## src/rtl/arith_ser_pkg.sv

```systemverilog
// arith_ser_pkg: shared types, constants and frame-length helper for the result serializer
package arith_ser_pkg;

    typedef enum logic {IDLE, SEND} state_t;

    localparam int HDR_BYTES = 1;
    localparam int SEQ_WIDTH = 4;

    function automatic int frame_len(input int data_width);
        return HDR_BYTES + data_width / 8;
    endfunction

endpackage

```

## src/rtl/result_fifo.sv

```systemverilog
// result_fifo: synchronous first-word-fall-through FIFO holding {carry, result} entries
module result_fifo #(
    parameter int WIDTH      = 33,
    parameter int DEPTH      = 4,
    parameter int PTR_WIDTH  = 2
) (
    input  logic                 CLK,
    input  logic                 RST,
    input  logic                 push,
    input  logic                 pop,
    input  logic [WIDTH-1:0]     wdata,
    output logic [WIDTH-1:0]     rdata,
    output logic                 full,
    output logic                 empty,
    output logic [PTR_WIDTH:0]   count
);

    logic [WIDTH-1:0]     r_mem [DEPTH];
    logic [PTR_WIDTH-1:0] r_wptr;
    logic [PTR_WIDTH-1:0] r_rptr;
    logic [PTR_WIDTH:0]   r_count;

    assign rdata = r_mem[r_rptr];
    assign full  = r_count == (PTR_WIDTH+1)'(DEPTH);
    assign empty = r_count == '0;
    assign count = r_count;

    // storage array; a write into the slot being popped is safe because the read is combinational
    always_ff @(posedge CLK) begin
        if (push)
            r_mem[r_wptr] <= wdata;
    end

    // pointers wrap naturally at DEPTH; occupancy is unchanged on simultaneous push and pop
    always_ff @(posedge CLK) begin
        if (RST) begin
            r_wptr  <= '0;
            r_rptr  <= '0;
            r_count <= '0;
        end else begin
            if (push)
                r_wptr <= r_wptr + 1'b1;
            if (pop)
                r_rptr <= r_rptr + 1'b1;
            if (push && !pop)
                r_count <= r_count + 1'b1;
            else if (pop && !push)
                r_count <= r_count - 1'b1;
        end
    end

endmodule

```

## src/rtl/arith_result_serializer.sv

```systemverilog
// arith_result_serializer: buffers ALU results and streams them as framed bytes over valid/ready
module arith_result_serializer
    import arith_ser_pkg::*;
#(
    parameter int DATA_WIDTH = 32,
    parameter int FIFO_DEPTH = 4,
    parameter int PTR_WIDTH  = 2
) (
    input  logic                  CLK,
    input  logic                  RST,
    input  logic                  Flag_IN,
    input  logic [DATA_WIDTH-1:0] Data_IN,
    input  logic                  Carry_IN,
    input  logic                  Byte_Ready,
    input  logic                  Clear_Overflow,
    output logic [7:0]            Byte_OUT,
    output logic                  Byte_Valid,
    output logic [PTR_WIDTH:0]    Fifo_Count,
    output logic                  Overflow
);

    localparam int FLEN = frame_len(DATA_WIDTH);
    localparam int IW   = $clog2(FLEN);

    state_t                r_state;
    logic                  r_flag_d;
    logic                  r_valid;
    logic                  r_ovf;
    logic [IW-1:0]         r_idx;
    logic [SEQ_WIDTH-1:0]  r_seq;
    logic [FLEN*8-1:0]     r_frame;
    logic [DATA_WIDTH:0]   w_rdata;
    logic                  w_full;
    logic                  w_empty;
    logic                  w_accept;
    logic                  w_last;
    logic                  w_pop;
    logic                  w_push;
    logic                  w_drop;

    assign w_accept = r_valid && Byte_Ready;
    assign w_last   = r_idx == IW'(FLEN - 1);
    assign w_pop    = !w_empty && (r_state == IDLE || (w_accept && w_last));
    assign w_push   = r_flag_d && (!w_full || w_pop);
    assign w_drop   = r_flag_d && w_full && !w_pop;

    assign Byte_OUT   = r_frame[7:0];
    assign Byte_Valid = r_valid;
    assign Overflow   = r_ovf;

    result_fifo #(
        .WIDTH     (DATA_WIDTH + 1),
        .DEPTH     (FIFO_DEPTH),
        .PTR_WIDTH (PTR_WIDTH)
    ) u_fifo (
        .CLK   (CLK),
        .RST   (RST),
        .push  (w_push),
        .pop   (w_pop),
        .wdata ({Carry_IN, Data_IN}),
        .rdata (w_rdata),
        .full  (w_full),
        .empty (w_empty),
        .count (Fifo_Count)
    );

    // the flag leads its registered result by one cycle, so delay it to line up with Data_IN
    always_ff @(posedge CLK) begin
        if (RST)
            r_flag_d <= 1'b0;
        else
            r_flag_d <= Flag_IN;
    end

    // sticky loss indicator; a new drop takes priority over a clear in the same cycle
    always_ff @(posedge CLK) begin
        if (RST)
            r_ovf <= 1'b0;
        else if (w_drop)
            r_ovf <= 1'b1;
        else if (Clear_Overflow)
            r_ovf <= 1'b0;
    end

    // serializer: load a whole frame on pop, shift one byte out per accepted handshake
    always_ff @(posedge CLK) begin
        if (RST) begin
            r_state <= IDLE;
            r_valid <= 1'b0;
            r_idx   <= '0;
            r_seq   <= '0;
            r_frame <= '0;
        end else if (w_pop) begin
            r_state <= SEND;
            r_valid <= 1'b1;
            r_idx   <= '0;
            r_seq   <= r_seq + 1'b1;
            r_frame <= {w_rdata[DATA_WIDTH-1:0], w_rdata[DATA_WIDTH], 3'b000, r_seq};
        end else if (w_accept) begin
            if (w_last) begin
                r_state <= IDLE;
                r_valid <= 1'b0;
                r_idx   <= '0;
            end else begin
                r_idx   <= r_idx + 1'b1;
                r_frame <= r_frame >> 8;
            end
        end
    end

endmodule

```

## config.mk

```make
export PLATFORM = sky130hd
export DESIGN_NAME = arith_result_serializer
export DESIGN_NICKNAME = d
export VERILOG_FILES = /design/src/rtl/arith_ser_pkg.sv /design/src/rtl/result_fifo.sv /design/src/rtl/arith_result_serializer.sv
export SDC_FILE = /design/constraint.sdc
export NUM_CORES = 1
export LEC_CHECK = 0
export BUFFER_PORTS_ARGS = -buffer_cell sky130_fd_sc_hd__buf_2
export CORE_MARGIN = 4
export CORE_UTILIZATION = 49
export DETAILED_ROUTE_END_ITERATION = 12
export PLACE_DENSITY = 0.79
export SLEW_MARGIN = 20
export SYNTH_ARGS = -nofsm -noshare
export SYNTH_HDL_FRONTEND = slang
export SYNTH_SLANG_ARGS = --single-unit
export TNS_END_PERCENT = 1
```

## constraint.sdc

```tcl
create_clock -name CLK -period 7.3 [get_ports CLK]
set_input_delay 0.73 -clock CLK [delete_from_list [all_inputs] [get_ports CLK]]
set_output_delay 0.73 -clock CLK [all_outputs]
set_load 0.05 [all_outputs]
```

## Word level (Yosys, flattened, before mapping)

Memories as Yosys holds them, arrays and structs flattened. A register that Yosys moved wholly into a read port is not among the register bits.
Cells that the tools add are included.

- Muxes and demuxes: 15
- Equal/unequal tests: 3
- Bitwise operators: 2
- Add/sub/neg operators: 6
- Reductions and logical operators: 23

Operators with widths:

| operator | count |
|---|---|
| $mux 40 | 3 |
| $mux 3 | 3 |
| $logic_and 1x1->1 | 8 |
| $reduce_bool 2->1 | 4 |
| $mux 1 | 7 |
| $add 3x1->3 const B | 2 |
| $eq 3x3->1 const B | 2 |
| $reduce_and 2->1 | 3 |
| $add 2x1->2 const B | 2 |
| $add 4x1->4 const B | 1 |
| $logic_not 1->1 | 4 |
| $mux 2 | 2 |
| $logic_not 3->1 | 1 |
| $sub 3x1->3 const B | 1 |
| $logic_or 1x1->1 | 2 |
| $ne 2x1->1 const B | 1 |
| $not 1->1 | 2 |
| $reduce_or 2->1 | 1 |

- Bits of input ports: 38
- Memories: 1
- RAM bits: 132
- Bits in registers: 57

Memory list:

| memory | words | bits a word | rd ports | clocked after memory_dff | wr ports | RTL line | RTL |
|---|---|---|---|---|---|---|---|
| u_fifo.r_mem | 4 | 33 | 1 | 1 | 1 | result_fifo.sv:18 | `logic [WIDTH-1:0] r_mem [DEPTH];` |

## Longest topological paths before layout

Gate-level depths: netlist of run 1.

- Depth in word-level cells: 10
- Mapped depth: 13
- Gate-level depth less buffers: 11

## Hierarchy

Synthesis of run 1 repeated with hierarchy kept, for this count alone.

- Cell total of the unflattened synthesis: 445
- Area, all modules: 7552.2 sq um

Modules (own cells, without submodules):

| module | instances | seq. area each (sq um) | area each (sq um) | cells an instance |
|---|---|---|---|---|
| result_fifo | 1 | 4144.0 | 5237.5 | 217 |
| arith_result_serializer | 1 | 1001.0 | 2314.7 | 228 |

## Worst setup path before layout of run 1

Ideal clock, no wire load.

- Path type: flip-flop to flip-flop
- Start: register u_fifo.r_count[0] (netlist: u_fifo.count[0])
- End: register u_fifo.r_count[2] (netlist: u_fifo.count[2])
- Setup time: 70 ps
- Path slack: 4701 ps
- Buffers on the path: 2
- Cell stages (with the launch flop): 12
- Arrival: 2529 ps
- Required time: 7230 ps
- Cell sequence: dfxtp_1 nor3_1 a21oi_2 inv_2 buf_6 buf_2 ha_1 inv_1 fa_1 xor2_1 or3_1 a21oi_1

- Word-level cells in the longest chain between the ends: 8
- Elaborated cells between the ends (all ways): 16
- Those cells by class: add/sub (2); eq/ne (1); mux (2); reduce/logical (11)

Ends and longest elaborated chain:

| item | RTL line | RTL |
|---|---|---|
| start: declaration | result_fifo.sv:21 | `logic [PTR_WIDTH:0] r_count;` |
| start signal: assignment | result_fifo.sv:46 | `r_count <= r_count + 1'b1;` |
| start signal: assignment | result_fifo.sv:48 | `r_count <= r_count - 1'b1;` |
| parallel branches: the longest is 8 deep, another holds $sub 3x1->3 | - |  |

Parallel ways; which one is timed is not known. The select of a mux whose other input is x is not followed.
A chain may end at the register's enable or synchronous reset.

## Worst setup path in the final report of run 1

- Start: register r_idx[0]
- End: register u_fifo.r_count[2] (netlist: u_fifo.count[2])

- Word-level cells in the longest chain between the ends: 9
- Elaborated cells between the ends (all ways): 12
- Those cells by class: eq/ne (1); mux (1); reduce/logical (10)

Ends and longest elaborated chain:

| item | RTL line | RTL |
|---|---|---|
| start: declaration | arith_result_serializer.sv:29 | `logic [IW-1:0] r_idx;` |
| start signal: assignment | arith_result_serializer.sv:105 | `r_idx <= r_idx + 1'b1;` |
| $eq 3x3->1 * | arith_result_serializer.sv:42 | `assign w_last = r_idx == IW'(FLEN - 1);` |
| $logic_and 1x1->1 * | arith_result_serializer.sv:43 | `assign w_pop = !w_empty && (r_state == IDLE \|\| (w_accept && w_last));` |
| $logic_or 1x1->1 * | arith_result_serializer.sv:43 |  |
| $logic_and 1x1->1 * | arith_result_serializer.sv:43 |  |
| $logic_or 1x1->1 | arith_result_serializer.sv:44 | `assign w_push = r_flag_d && (!w_full \|\| w_pop);` |
| $logic_and 1x1->1 | arith_result_serializer.sv:44 |  |
| $logic_not 1->1 | result_fifo.sv:47 | `else if (pop && !push)` |
| $logic_and 1x1->1 | result_fifo.sv:47 |  |
| $reduce_bool 2->1 (no line) | - |  |

Every way passes the cells marked *; elsewhere a longest branch is shown, timed or not.

==> results of run 1 <==
## flip-flops by register name (all words and copies together), names as in the netlist, named ones only
register,cells
r_idx,3
u_fifo.r_wptr,2
r_frame,40
Byte_Valid,1
r_flag_d,1
Overflow,1
u_fifo.count,3
u_fifo.r_rptr,2
u_fifo.r_mem,132
r_seq,4
## cell usage after synthesis
library cell | n | area [sq um]
mux4_2 | 33 | 743
a211oi_1 | 2 | 15.0
buf_2 | 9 | 45.0
fa_1 | 1 | 20.0
and3_1 | 1 | 6.26
a21oi_1 | 21 | 105
edfxtp_1 | 132 | 3960
a21oi_2 | 2 | 17.5
or3_1 | 3 | 18.8
nor3_1 | 1 | 5.00
clkbuf_1 | 10 | 37.5
nand2b_1 | 1 | 6.26
xor2_1 | 2 | 17.5
buf_4 | 16 | 120
o41a_1 | 1 | 11.3
and2_1 | 4 | 25.0
o21ai_0 | 4 | 20.0
xnor2_1 | 3 | 26.3
nor4_1 | 1 | 6.26
inv_1 | 7 | 26.3
inv_2 | 1 | 3.75
buf_1 | 2 | 7.51
buf_6 | 1 | 11.3
nand2_1 | 80 | 300
nor2_1 | 37 | 139
a311oi_1 | 29 | 254
ha_1 | 8 | 100
nand3_1 | 11 | 55.1
nor2b_1 | 2 | 12.5
a21o_1 | 1 | 7.51
nand4b_1 | 1 | 8.76
dfxtp_1 | 59 | 1180
mux2i_1 | 3 | 30.0
## logic make-up (layout without fill, tap and decap cells)
kind of cell	Yosys count	after routing	share of synthesized area, %
AOI/OAI and AO/OA	60	60	5.86
xor gates and xnor gates	5	5	0.596
adders and majority gates	9	9	1.63
buffers and inverters	46	97	3.42
DFF	191	191	70.0
muxes	36	36	10.5
and+or+nand+nor	142	142	7.94
## final cells by class
class                      instances  area share, %
sequential                       191           62.5
multi-input combinational        252           23.7
clock buffer                      19           5.26
timing repair buffer              57           3.68
tap                              184           2.80
clock inverter                    13           1.67
inverter                           8          0.380
## where the power goes
part           total [mW]  internal, mW  switching [mW]
combinational       0.726         0.276           0.451
clock               0.889         0.506           0.383
sequential           1.40          1.30           0.106
## worst max-delay path by stage
stage / start / endpoint / slack (ns)
5_1_grt: r_idx[0]$_SDFFE_PP0P_ / u_fifo.count[2]$_SDFFE_PP0P_ / 3.25
4_1_cts: r_idx[0]$_SDFFE_PP0P_ / u_fifo.count[2]$_SDFFE_PP0P_ / 3.96
3_3_place_gp: Byte_Ready / u_fifo.count[2]$_SDFFE_PP0P_ / 3.93
3_5_place_dp: Byte_Ready / u_fifo.count[2]$_SDFFE_PP0P_ / 3.81
6_report: r_idx[0]$_SDFFE_PP0P_ / u_fifo.count[2]$_SDFFE_PP0P_ / 3.60
2_1_floorplan: u_fifo.count[0]$_SDFFE_PP0P_ / u_fifo.count[2]$_SDFFE_PP0P_ / 4.70
## worst max-delay path, delay by kind of cell (launching register included)
family / cells / cell delay (ns)
compound gates: 2 / 0.67
xor+xnor: 1 / 0.07
fa+ha+maj: 3 / 1.01
buf+inv: 3 / 1.05
flops: 1 / 0.32
simple gates: 2 / 0.48
## per-layer routing
metal	vias up	global-route usage, %	share of wire (%)
met3	28	4.92	6.1
met2	135	26.9	50
li1	1912	-	-
met1	2097	22.4	42
met5	-	0	0
met4	0	6.53	2.2
## stage by stage
| step | util [%] | instances | instance area [sq um] |
|---|---|---|---|
| final | 56.4 | 724 | 8230 |
| after global routing | 56.4 | 724 | 8230 |
| after global placement | 52.5 | 692 | 7660 |
| after detailed placement | 52.5 | 692 | 7660 |
| after floorplan | - | 489 | 7350 |
| after CTS | 56.4 | 724 | 8230 |
==> impl_metrics.py, run 1 <==
metrics = {
    "floorplanning": {
        "start_util_pct": 50.4,
        "rows": 44,
        "die-area_sq_um": 17000,
        "die_y_microns": 130,
        "die_w_microns": 130,
        "coreArea_sq_um": 14600,
        "io_pins": 51,
    },
    "layout": {
        "regArea_sq_um": 5150,
        "final_common_cell": "edfxtp_1",
        "final_cell_mix": "edfxtp_1, nand2_1, dfxtp_1",
        "layout.nets": 574,
        "layout-drive-gt1-share_pct": 23.0,
        "multi_input_area_sq_um": 1950,
        "nFillCells": 1096,
        "antenna_cells": 0,
        "syn_to_final_growth_pct": 12.1,
    },
    "global_route": {
        "grt_max_degree": 75,
        "antenna_found_initial": 0,
        "grt_overflow": 0,
        "grt_use_total_pct": 16.9,
        "grt_pass1_vias": 4014,
        "grt_pass1_wl_microns": 21500,
    },
    "routing": {
        "ant_nets": 0,
        "avgRoutedWirePerCell_microns": 19.0,
        "dr.first_iter.drc_count": 356,
        "first_pass_iters": 5,
        "drc_errors": 0,
        "vias": 4172,
        "routed_wl_microns": 13700,
        "post_drt_via_cell_ratio": 5.76,
    },
    "clock_tree": {
        "holdBufCountCts": 0,
        "ctsResizeCount": 0,
        "numCtsBuffers": 17,
        "cts_root_buf": "clkbuf_16",
        "htreeDepth": 4,
        "cts_tree": "yes",
        "post-cts-setup-buffer-count": 0,
        "cts_sinks": 191,
        "clk_transition_reported_paths_ns": 0.06,
        "worstSkewPairLatency_ns": 0.43,
        "cts_max_path_buffers": 2,
    },
    "setup_path": {
        "setup.worst_path.end_class": "flip-flop",
        "path_cells": "inv_1 > ha_1 > nand3_1 > a21oi_2 > clkinv_2 > ha_1 > inv_1 > fa_1 > xor2_1 > or3_1 > a21oi_1",
        "critical_path_class": "reg2reg",
        "r2r_cells": 11,
        "crit_fanout": 74,
        "worstPathRequired_ns": 7.64,
        "critPathLaunchType": "flip-flop",
        "critPathArrivalTime_ns": 4.04,
        "r2r-start": "r_idx[0]$_SDFFE_PP0P_",
        "max_stage_delay_ns": 0.88,
        "rrSetupSlack_ns": 3.60,
        "critPathSlowestCell": "clkinv_2",
        "r2r-end": "u_fifo.count[2]$_SDFFE_PP0P_",
    },
    "placement": {
        "hpwlAfterDp_microns": 8080,
        "place_congestion": 0.828,
        "dp_slack_ns": 3.81,
        "io_buffer_count": 50,
    },
    "synth": {
        "yosys.cell_types.count": 33,
        "ys_warn_count": 0,
        "syn-num-nets": 536,
        "yosys_register_bits": 191,
        "synth_cells": 489,
        "avgSynthCellArea_sq_um": 15.0,
        "synthesis.area_sq_um": 7350,
        "yosysSeqAreaShare_pct": 70.0,
    },
    "timing": {
        "tightest_slew_ns": 0.966,
        "fmax_ghz": 0.270,
        "whs_ns": 0.460,
        "finClkSkew_ns": 0.0123,
        "min_period_over_period_pct": 50.7,
        "min_period_ns": 3.70,
        "maxSlewHeadroom_pct": 35.6,
        "grt_setup_unrepaired": "no",
        "finalSetupTns_ns": 0,
        "finalSetupViolCount": 0,
        "slew_violations": 0,
        "layout_setup_ws_ns": 3.60,
        "hold_viol": 0,
    },
    "power": {
        "pwr_density_cell_nw_per_um2": 367,
        "power_leakage_nw": 2.76,
        "vdd_drop_max_uv": 238,
        "finalPower_mw": 3.02,
    },
    "hold_path": {
        "worstHoldEndpoint": "r_frame[4]$_SDFFE_PP0P_",
        "hp-class": "reg2reg",
        "hp-start": "r_frame[12]$_SDFFE_PP0P_",
        "hold_depth": 2,
    },
    "job": {
        "max_cap_viol_count": 0,
    },
    "run_status": {
        "outcome": "complete, no violations",
    },
}
No activity file was read; power rests on OpenSTA's default activity.
==> run 2: changes to the inputs <==
Clock period 7.3 ns to 3.7 ns, I/O delays scaled along.
==> impl_metrics.py, run 2 (same netlist as run 1, synthesis figures left out) <==
metrics = {
    "global_route": {
        "grt_pass1_wl_microns": 22000,
        "grt_pass1_vias": 4140,
        "grt_use_total_pct": 17.4,
        "grt_max_degree": 74,
        "antenna_found_initial": 0,
        "grt_overflow": 0,
    },
    "placement": {
        "hpwlAfterDp_microns": 8280,
        "dp.cells": 695,
        "place_congestion": 0.800,
        "io_buffer_count": 50,
    },
    "clock_tree": {
        "cts_tree": "yes",
        "htreeDepth": 4,
        "holdBufCountCts": 0,
        "ctsResizeCount": 0,
        "cts_max_path_buffers": 2,
        "clk_transition_reported_paths_ns": 0.06,
        "cts_root_buf": "clkbuf_16",
        "worstSkewPairLatency_ns": 0.43,
        "numCtsBuffers": 17,
        "post-cts-setup-buffer-count": 0,
        "cts_sinks": 191,
    },
    "floorplanning": {
        "die_w_microns": 130,
        "coreArea_sq_um": 14600,
        "start_util_pct": 50.4,
        "die_y_microns": 130,
        "io_pins": 51,
        "rows": 44,
        "die-area_sq_um": 17000,
    },
    "routing": {
        "dr.first_iter.drc_count": 444,
        "ant_nets": 0,
        "routed_wl_microns": 13700,
        "drc_errors": 0,
        "avgRoutedWirePerCell_microns": 18.8,
        "vias": 4112,
        "first_pass_iters": 4,
        "post_drt_via_cell_ratio": 5.66,
    },
    "setup_path": {
        "worstPathRequired_ns": 4.05,
        "max_stage_delay_ns": 0.37,
        "setup.worst_path.end_class": "flip-flop",
        "path_cells": "inv_1 > ha_1 > and3_1 > o41a_1 > ha_1 > inv_1 > fa_1 > xor2_1 > or3_1 > a21oi_1",
        "crit_fanout": 7,
        "critPathSlowestCell": "fa_1",
        "critPathLaunchType": "flip-flop",
        "critical_path_class": "reg2reg",
        "critPathArrivalTime_ns": 2.90,
    },
    "power": {
        "power_leakage_nw": 2.78,
        "vdd_drop_max_uv": 426,
        "finalPower_mw": 5.99,
        "pwr_density_cell_nw_per_um2": 725,
    },
    "layout": {
        "syn_to_final_growth_pct": 12.4,
        "multi_input_area_sq_um": 1950,
        "nFillCells": 1083,
        "top_regs": "u_fifo.r_mem (132), r_frame (40), r_seq (4)",
        "regArea_sq_um": 5150,
        "final_cell_mix": "edfxtp_1, nand2_1, dfxtp_1",
        "top_register": "u_fifo.r_mem",
        "largest_reg_flops": 132,
        "final_util_pct": 56.6,
        "layout-drive-gt1-share_pct": 23.2,
        "fin_cells": 727,
        "final_common_cell": "edfxtp_1",
        "layout.nets": 577,
        "antenna_cells": 0,
    },
    "job": {
        "max_cap_viol_count": 0,
    },
    "timing": {
        "min_period_ns": 2.56,
        "slew_violations": 0,
        "hold_viol": 0,
        "min_period_over_period_pct": 69.1,
        "fmax_ghz": 0.391,
        "finalSetupTns_ns": 0,
        "finalSetupViolCount": 0,
        "tightest_slew_ns": 0.993,
        "maxSlewHeadroom_pct": 33.8,
        "grt_setup_unrepaired": "no",
        "whs_ns": 0.153,
        "finClkSkew_ns": 0.0135,
    },
    "hold_path": {
        "hp-class": "in2reg",
    },
    "run_status": {
        "outcome": "complete, no violations",
    },
}
run 2: changes by cell type in the layout (fill, tap and decap cells not counted):
cell / before / now
buf_4: 7 / 10
clkbuf_1: 2 / 4
clkinv_1: 1 / 0
clkinv_2: 4 / 1
clkinv_4: 1 / 4
clkinvlp_4: 2 / 1
inv_2: 0 / 1
inv_6: 4 / 3
run 2: path summary, 6_finish.rpt:
| check | from | endpoint | slack [ns] | cells past startpoint |
|---|---|---|---|---|
| max reg2reg | r_idx[0]$_SDFFE_PP0P_ | u_fifo.count[2]$_SDFFE_PP0P_ | 1.14 | 10 |
| min reg2reg | r_frame[6]$_SDFFE_PP0P_ | r_frame[6]$_SDFFE_PP0P_ | 0.46 | 2 |
| max | r_idx[0]$_SDFFE_PP0P_ | u_fifo.count[2]$_SDFFE_PP0P_ | 1.14 | 10 |
| min | Data_IN[1] | u_fifo.r_mem[2][1]$_DFFE_PP_ | 0.15 | 1 |
run 2: power breakdown:
group	switching [mW]	internal, mW
combinational	0.885	0.557
sequential	0.209	2.56
clock	0.770	1.00
run 2: area by class of cell:
type / count / area share, %
timing repair buffer: 60 / 3.94
clock buffer: 21 / 5.33
inverter: 8 / 0.364
tap: 184 / 2.79
clock inverter: 11 / 1.62
multi-input combinational: 252 / 23.6
sequential: 191 / 62.3
run 2: worst max-delay path: cells and delay by family, from the launching register on:
| family | cells | cell delay [ns] |
|---|---|---|
| fa+ha+maj | 3 | 0.87 |
| flops | 1 | 0.33 |
| compound gates | 2 | 0.45 |
| buf+inv | 2 | 0.16 |
| xor+xnor | 1 | 0.16 |
| simple gates | 2 | 0.52 |
run 2: metal layers:
metal	share of wire (%)	GRT usage, %
met1	43	23.5
met2	49	27.0
met4	1.7	6.47
met3	5.8	5.08
met5	0	0
run 2: through the flow:
stage	instance area, sq um	worst slack (ns)
3_3_place_gp	7680	1.31
4_1_cts	8260	1.16
3_5_place_dp	7680	1.18
5_1_grt	8260	1.02
2_1_floorplan	7350	1.10
6_report	8260	1.14
